### src/rtl/stopwatch_core_if.sv
// Stopwatch bus: debounced button levels and mode select in, timing result out.
// Modports:
//   master - button/mode driver side; reads the timing result.
//   slave  - stopwatch core side; reads buttons, drives the result.
// Signals:
//   start_btn, stop_btn, clear_btn  debounced synchronous button levels
//   mode_sel[1:0]                   01 = slow, 10 = fast
//   time_out[TIME_W-1:0]            live / final elapsed count
//   stopwatch_mode[1:0]             mode latched at start
//   time_valid                      one-cycle commit pulse
//   running                         high while timing
//   overflow                        sticky saturation flag for the current run
interface stopwatch_core_if #(
  parameter int unsigned TIME_W = 6
) ();
  logic              start_btn;
  logic              stop_btn;
  logic              clear_btn;
  logic [1:0]        mode_sel;
  logic [TIME_W-1:0] time_out;
  logic [1:0]        stopwatch_mode;
  logic              time_valid;
  logic              running;
  logic              overflow;

  modport master (
    output start_btn, stop_btn, clear_btn, mode_sel,
    input  time_out, stopwatch_mode, time_valid, running, overflow
  );

  modport slave (
    input  start_btn, stop_btn, clear_btn, mode_sel,
    output time_out, stopwatch_mode, time_valid, running, overflow
  );
endinterface

### src/rtl/stopwatch_core.sv
// Stopwatch timing stage feeding the leaderboard.
// Counts whole time units (TICK_DIV clk cycles each) between a start and a stop
// button press, then presents the final count, the latched mode and a
// one-cycle commit pulse.
// Ports:
//   clk    system clock, rising edge
//   rst_n  asynchronous active-low reset
//   bus    stopwatch_core_if.slave (buttons/mode in, time result out)
// Optional feature:
//   STOPWATCH_AUTOSTOP_EN - when defined, the tick that first brings the count to
//   its maximum also ends the run and commits, as a stop press would.
module stopwatch_core #(
  parameter int unsigned TICK_DIV = 100000000,
  parameter int unsigned TIME_W   = 6
) (
  input logic             clk,
  input logic             rst_n,
  stopwatch_core_if.slave bus
);

  localparam int unsigned PreW = (TICK_DIV > 1) ? $clog2(TICK_DIV) : 1;
  localparam logic [PreW-1:0]   PreLast  = PreW'(TICK_DIV - 1);
  localparam logic [TIME_W-1:0] CountMax = '1;

  typedef enum logic [1:0] {StIdle, StRun, StDone} state_e;

  state_e            state_q;
  logic [PreW-1:0]   pre_q;
  logic [TIME_W-1:0] count_q;
  logic [1:0]        mode_q;
  logic              valid_q;
  logic              running_q;
  logic              ovf_q;
  logic              start_q, stop_q, clear_q;

  logic start_ev, stop_ev, clear_ev;
  logic mode_ok;
  logic tick;
  logic reach_max;
  logic finish;

  always_comb begin
    start_ev  = bus.start_btn & ~start_q;
    stop_ev   = bus.stop_btn & ~stop_q;
    clear_ev  = bus.clear_btn & ~clear_q;
    mode_ok   = ^bus.mode_sel;
    tick      = (pre_q == PreLast);
    // Tick that moves the count onto its maximum value.
    reach_max = tick && (count_q == CountMax - 1'b1);
`ifdef STOPWATCH_AUTOSTOP_EN
    finish    = stop_ev | reach_max;
`else
    finish    = stop_ev;
`endif
  end

  always_ff @(posedge clk or negedge rst_n) begin
    if (!rst_n) begin
      state_q   <= StIdle;
      pre_q     <= '0;
      count_q   <= '0;
      mode_q    <= 2'b00;
      valid_q   <= 1'b0;
      running_q <= 1'b0;
      ovf_q     <= 1'b0;
      start_q   <= 1'b0;
      stop_q    <= 1'b0;
      clear_q   <= 1'b0;
    end else begin
      start_q <= bus.start_btn;
      stop_q  <= bus.stop_btn;
      clear_q <= bus.clear_btn;
      valid_q <= 1'b0;

      unique case (state_q)
        StIdle: begin
          count_q <= '0;
          if (start_ev && mode_ok) begin
            state_q   <= StRun;
            mode_q    <= bus.mode_sel;
            pre_q     <= '0;
            ovf_q     <= 1'b0;
            running_q <= 1'b1;
          end
        end

        StRun: begin
          if (clear_ev) begin
            // Abort: clear beats a simultaneous stop, no commit.
            state_q   <= StIdle;
            count_q   <= '0;
            pre_q     <= '0;
            ovf_q     <= 1'b0;
            running_q <= 1'b0;
          end else begin
            if (tick) begin
              pre_q <= '0;
              if (count_q != CountMax) begin
                count_q <= count_q + 1'b1;
              end
              if (reach_max) begin
                ovf_q <= 1'b1;
              end
            end else begin
              pre_q <= pre_q + 1'b1;
            end
            // The same-cycle tick increment above lands in the committed value.
            if (finish) begin
              state_q   <= StDone;
              valid_q   <= 1'b1;
              running_q <= 1'b0;
            end
          end
        end

        StDone: begin
          if (clear_ev) begin
            state_q <= StIdle;
            count_q <= '0;
            ovf_q   <= 1'b0;
          end
        end

        default: begin
          state_q   <= StIdle;
          count_q   <= '0;
          running_q <= 1'b0;
        end
      endcase
    end
  end

  assign bus.time_out       = count_q;
  assign bus.stopwatch_mode = mode_q;
  assign bus.time_valid     = valid_q;
  assign bus.running        = running_q;
  assign bus.overflow       = ovf_q;

endmodule

### src/flat_wrapper.sv
// flat-port wrapper written by rule: the top's interface ports become plain ports
module stopwatch_core_flat 
#(
  parameter int unsigned TICK_DIV = 100000000,
  parameter int unsigned TIME_W   = 6
)
  (clk, rst_n, bus_start_btn, bus_stop_btn, bus_clear_btn, bus_mode_sel, bus_time_out, bus_stopwatch_mode, bus_time_valid, bus_running, bus_overflow);
  stopwatch_core_if #(.TIME_W(TIME_W)) bus_i ();
  input logic clk;
  input logic rst_n;
  input wire logic [$bits(bus_i.start_btn)-1:0] bus_start_btn;
  input wire logic [$bits(bus_i.stop_btn)-1:0] bus_stop_btn;
  input wire logic [$bits(bus_i.clear_btn)-1:0] bus_clear_btn;
  input wire logic [$bits(bus_i.mode_sel)-1:0] bus_mode_sel;
  output wire logic [$bits(bus_i.time_out)-1:0] bus_time_out;
  output wire logic [$bits(bus_i.stopwatch_mode)-1:0] bus_stopwatch_mode;
  output wire logic [$bits(bus_i.time_valid)-1:0] bus_time_valid;
  output wire logic [$bits(bus_i.running)-1:0] bus_running;
  output wire logic [$bits(bus_i.overflow)-1:0] bus_overflow;
  assign bus_i.start_btn = bus_start_btn;
  assign bus_i.stop_btn = bus_stop_btn;
  assign bus_i.clear_btn = bus_clear_btn;
  assign bus_i.mode_sel = bus_mode_sel;
  assign bus_time_out = bus_i.time_out;
  assign bus_stopwatch_mode = bus_i.stopwatch_mode;
  assign bus_time_valid = bus_i.time_valid;
  assign bus_running = bus_i.running;
  assign bus_overflow = bus_i.overflow;
  stopwatch_core #(.TICK_DIV(TICK_DIV), .TIME_W(TIME_W)) u_core (.clk(clk), .rst_n(rst_n), .bus(bus_i));
endmodule
### config.mk
export PLATFORM = sky130hd
export DESIGN_NAME = stopwatch_core_flat
export DESIGN_NICKNAME = d
export VERILOG_FILES = /design/src/rtl/stopwatch_core_if.sv /design/src/rtl/stopwatch_core.sv /design/src/flat_wrapper.sv
export SDC_FILE = /design/constraint.sdc
export NUM_CORES = 1
export LEC_CHECK = 0
export BUFFER_PORTS_ARGS = -buffer_cell sky130_fd_sc_hd__buf_4
export CORE_MARGIN = 10
export CORE_UTILIZATION = 38
export CTS_BUF_LIST = sky130_fd_sc_hd__clkbuf_2 sky130_fd_sc_hd__clkbuf_4 sky130_fd_sc_hd__clkbuf_8
export CTS_CLUSTER_DIAMETER = 120
export DETAILED_ROUTE_END_ITERATION = 10
export MAX_ROUTING_LAYER = met4
export SYNTH_ARGS = -nofsm -noshare
export SYNTH_HDL_FRONTEND = slang
export SYNTH_SLANG_ARGS = --single-unit
export TNS_END_PERCENT = 5
### constraint.sdc
create_clock -name clk -period 6.2 [get_ports clk]
set_input_delay 0.62 -clock clk [delete_from_list [all_inputs] [get_ports clk]]
set_output_delay 0.62 -clock clk [all_outputs]
set_load 0.005 [all_outputs]
==> results.md <==
- Status: finished clean
- Worst Setup End Kind: register
- Nets: 271
- Gr usage total: 0.111
- Final hold violations: 0
- Post-DRT Antenna Nets: 0
- Layout cells sized above 1: 0.134
- IO Port Bufs: 17
- Clock Skews: 0.00867 ns
- Worst Max-Slew Pin Slew: 0.927 ns
- DR WL/cell: 14.8 µm
- Fmax: 410 MHz
- Hold Worst Slack: 0.310 ns
- CP Cell Sequence: ha_1 -> and3_1 -> nand2b_4 -> or4_4 -> a21oi_4 -> nor2_1
- Fin crit period: 2.44 ns
- Leak Pwr: 0.00113 µW
- Insertion delay to the later sink of the worst-skew pair: 0.29 ns
- Met2 Track Usage GR: 0.175
- Cell Pwr Density: 240 mW/mm²
- ANT cells: 0
- Most common cell after layout, fill and taps aside: dfrtp_1
- RSZ-0062 raised after global routing: false
- Required @ worst endpoint: 6.35 ns
- Clk root buf: clkbuf_8
- GP Congestion: 0.773
- Most used routing layer: met2
- FF-to-FF path depth: 6
- Ys Warns: 0
- Reg clk slew, reported paths: 0.08 ns
- Htree depth: 2
- Most frequent cells in the layout: dfrtp_1 (43), nand2_1 (25), nor2_1 (24)
- Critical path class: register to register
- Synth Instances: 244
- Vias in the first global route: 1849
- Max rail drop VDD: 112 µV
- Reg-to-Reg Start: u_core.pre_q[0]$_DFFE_PN0P_
- CTS resizes: 0
- First-pass GRT wire length: 8900 µm
- CP Launch Point: u_core.pre_q[0]$_DFFE_PN0P_
- Yosys cell types: 52
- Area growth syn-to-layout: 12.0%
- GRT Residual Overflow: 0
- Routed WL: 4960 µm
- Die Area: 0.00963 mm²
- CTS sink cnt: 43
- Startpoint class of the critical path: register
- Vias: 1839
- Drt via density: 5.47
- Arr. time, crit path: 2.59 ns
- Register area share after synthesis: 0.464
- Crit path max fanout: 15
- Final Util: 0.439
- Setup Buffers After CTS: 0
- Type of the worst min-delay path: primary input to asynchronous set/reset pin
- M1 GR Usage: 0.138
- Setup TNS Final: 0 ns
- Syn Area/Cell: 9.51 µm²
- Hold_buf cts: 0
- Synthesized area: 0.00232 mm²
- # IOs: 18
- Syn_nets: 254
- Router iterations before antenna repair: 4
- Crit path largest cell delay: 0.64 ns
- CP endpoint: u_core.pre_q[7]$_DFFE_PN0P_
- Seq cells post-synth: 43
- Slowest CP cell: or4_4
- Core area: 0.00592 mm²
- Initial DRC count: 82
- Die Ht: 98.1 µm
- Drt drc: 0
- CTS Buf Count: 5
- R2R Path End: u_core.pre_q[7]$_DFFE_PN0P_
- Largest net degree at the start of global routing: 44
- Met3 Resource Use GR: 0.0282
- Num rows: 28
- Final setup violation count: 0
- Initial antenna violation count: 0
- Clock Path Buffers: 2
- Die X: 98.1 µm
- Worst rel slew slack: 0.377
- Hpwl dp: 3420 µm
- Initial Utilization: 0.392
- Fin. max-slew vios: 0
- R2R Setup Slk: 3.76 ns
- CTS tree: yes
- Ratio of final minimum period to clock period: 0.393
- Max_cap viols: 0
-- metal layers --
layer	wire [µm]	part of all wire	vias to the layer above
li1	-	-	924
met1	2430	0.49	882
met2	2260	0.46	29
met3	214	0.043	4
met4	48	0.0097	0
met5	0	0	-
-- where the power goes --
part,internal (µW),total (µW),switching [µW],leakage [µW]
registers,297,313,15.6,0.000586
logic,37.3,94.1,56.8,0.000488
clock network,123,217,94.1,0.0000547
total,457,624,166,0.00113
-- critical path: cells and delay by family (launching register included) --
| family | cells | cell delay, ns |
|---|---|---|
| AOI/OAI and AO/OA | 1 | 0.42 |
| DFF | 1 | 0.41 |
| and+or+nand+nor | 4 | 1.22 |
| adders and majority gates | 1 | 0.24 |
-- synth_stat cells, drive strengths merged --
cell / n / area, µm²
a211o: 2 / 18.8
a21boi: 1 / 7.51
a21o: 3 / 22.5
a21oi: 8 / 51.3
a221o: 1 / 10.0
a22oi: 1 / 7.51
a311oi: 1 / 8.76
a31oi: 3 / 18.8
a32o: 1 / 10.0
and2: 1 / 6.26
and3: 5 / 31.3
and4: 1 / 8.76
buf: 4 / 45.0
clkbuf: 5 / 18.8
dfrtp: 43 / 1080
ha: 3 / 37.5
inv: 6 / 22.5
mux2: 1 / 11.3
mux2i: 1 / 10.0
nand2: 25 / 93.8
nand2b: 7 / 51.3
nand3: 20 / 100
nand3b: 1 / 7.51
nand4: 12 / 75.1
nor2: 25 / 96.4
nor2b: 2 / 12.5
nor3: 7 / 35.0
nor3b: 2 / 20.0
nor4: 3 / 33.8
nor4b: 4 / 35.0
o211ai: 3 / 22.5
o21a: 2 / 15.0
o21ai: 7 / 35.0
o22a: 1 / 8.76
o22ai: 2 / 12.5
o2bb2a: 1 / 10.0
o2bb2ai: 1 / 8.76
o311ai: 1 / 8.76
o31ai: 2 / 15.0
o32ai: 1 / 8.76
or2: 1 / 6.26
or3: 6 / 37.5
or4: 4 / 33.8
xnor2: 3 / 26.3
xor2: 10 / 87.6
-- worst min path at each step --
stage / from / endpoint / slack, ns / depth (start not counted)
2_1_floorplan: rst_n / u_core.bus.overflow$_DFFE_PN0P_ / 0.32 / 0
3_3_place_gp: u_core.bus.stopwatch_mode[1]$_DFFE_PN0P_ / u_core.bus.stopwatch_mode[1]$_DFFE_PN0P_ / 0.47 / 2
3_5_place_dp: u_core.bus.stopwatch_mode[1]$_DFFE_PN0P_ / u_core.bus.stopwatch_mode[1]$_DFFE_PN0P_ / 0.48 / 2
4_1_cts: rst_n / u_core.bus.time_out[5]$_DFFE_PN0P_ / 0.34 / 1
5_1_grt: rst_n / u_core.bus.time_out[5]$_DFFE_PN0P_ / 0.36 / 1
6_report: rst_n / u_core.bus.time_out[0]$_DFFE_PN0P_ / 0.31 / 1
-- registers in the layout (all words and copies together), names as in the netlist, 2 cells and up --
| signal | cells |
|---|---|
| u_core.pre_q | 27 |
| u_core.bus.time_out | 6 |
| u_core.bus.stopwatch_mode | 2 |
| u_core.state_q | 2 |
-- per-stage QoR --
stage               power [µW]  setup WS (ns)  cell area [µm²]  cells
floorplan                  376           4.00             2320    244
global placement           413           3.77             2490    329
detailed placement         414           3.78             2490    329
CTS                        633           3.73             2600    336
global route               659           3.58             2600    336
finish                     624           3.76             2600    336
-- cell families after synthesis --
kind of cell	after synthesis	share of synthesized area
adder cells (fa/ha/maj)	3	0.0162
AND/OR/NAND/NOR	126	0.295
AO/OA/AOI/OAI	42	0.129
buffers and inverters	15	0.0372
multiplexers	2	0.00917
XOR/XNOR	13	0.0491
flip-flops	43	0.464
-- final cells by class --
cell class | count | area [µm²]
clock buffer | 6 | 76.3
sequential | 43 | 1080
multi-input combinational | 186 | 1160
tap | 75 | 93.8
inverter | 6 | 22.5
fill | 601 | 3320
timing repair buffer | 19 | 143
clock inverter | 1 | 30.0
Power figures use the tool's default switching activity.
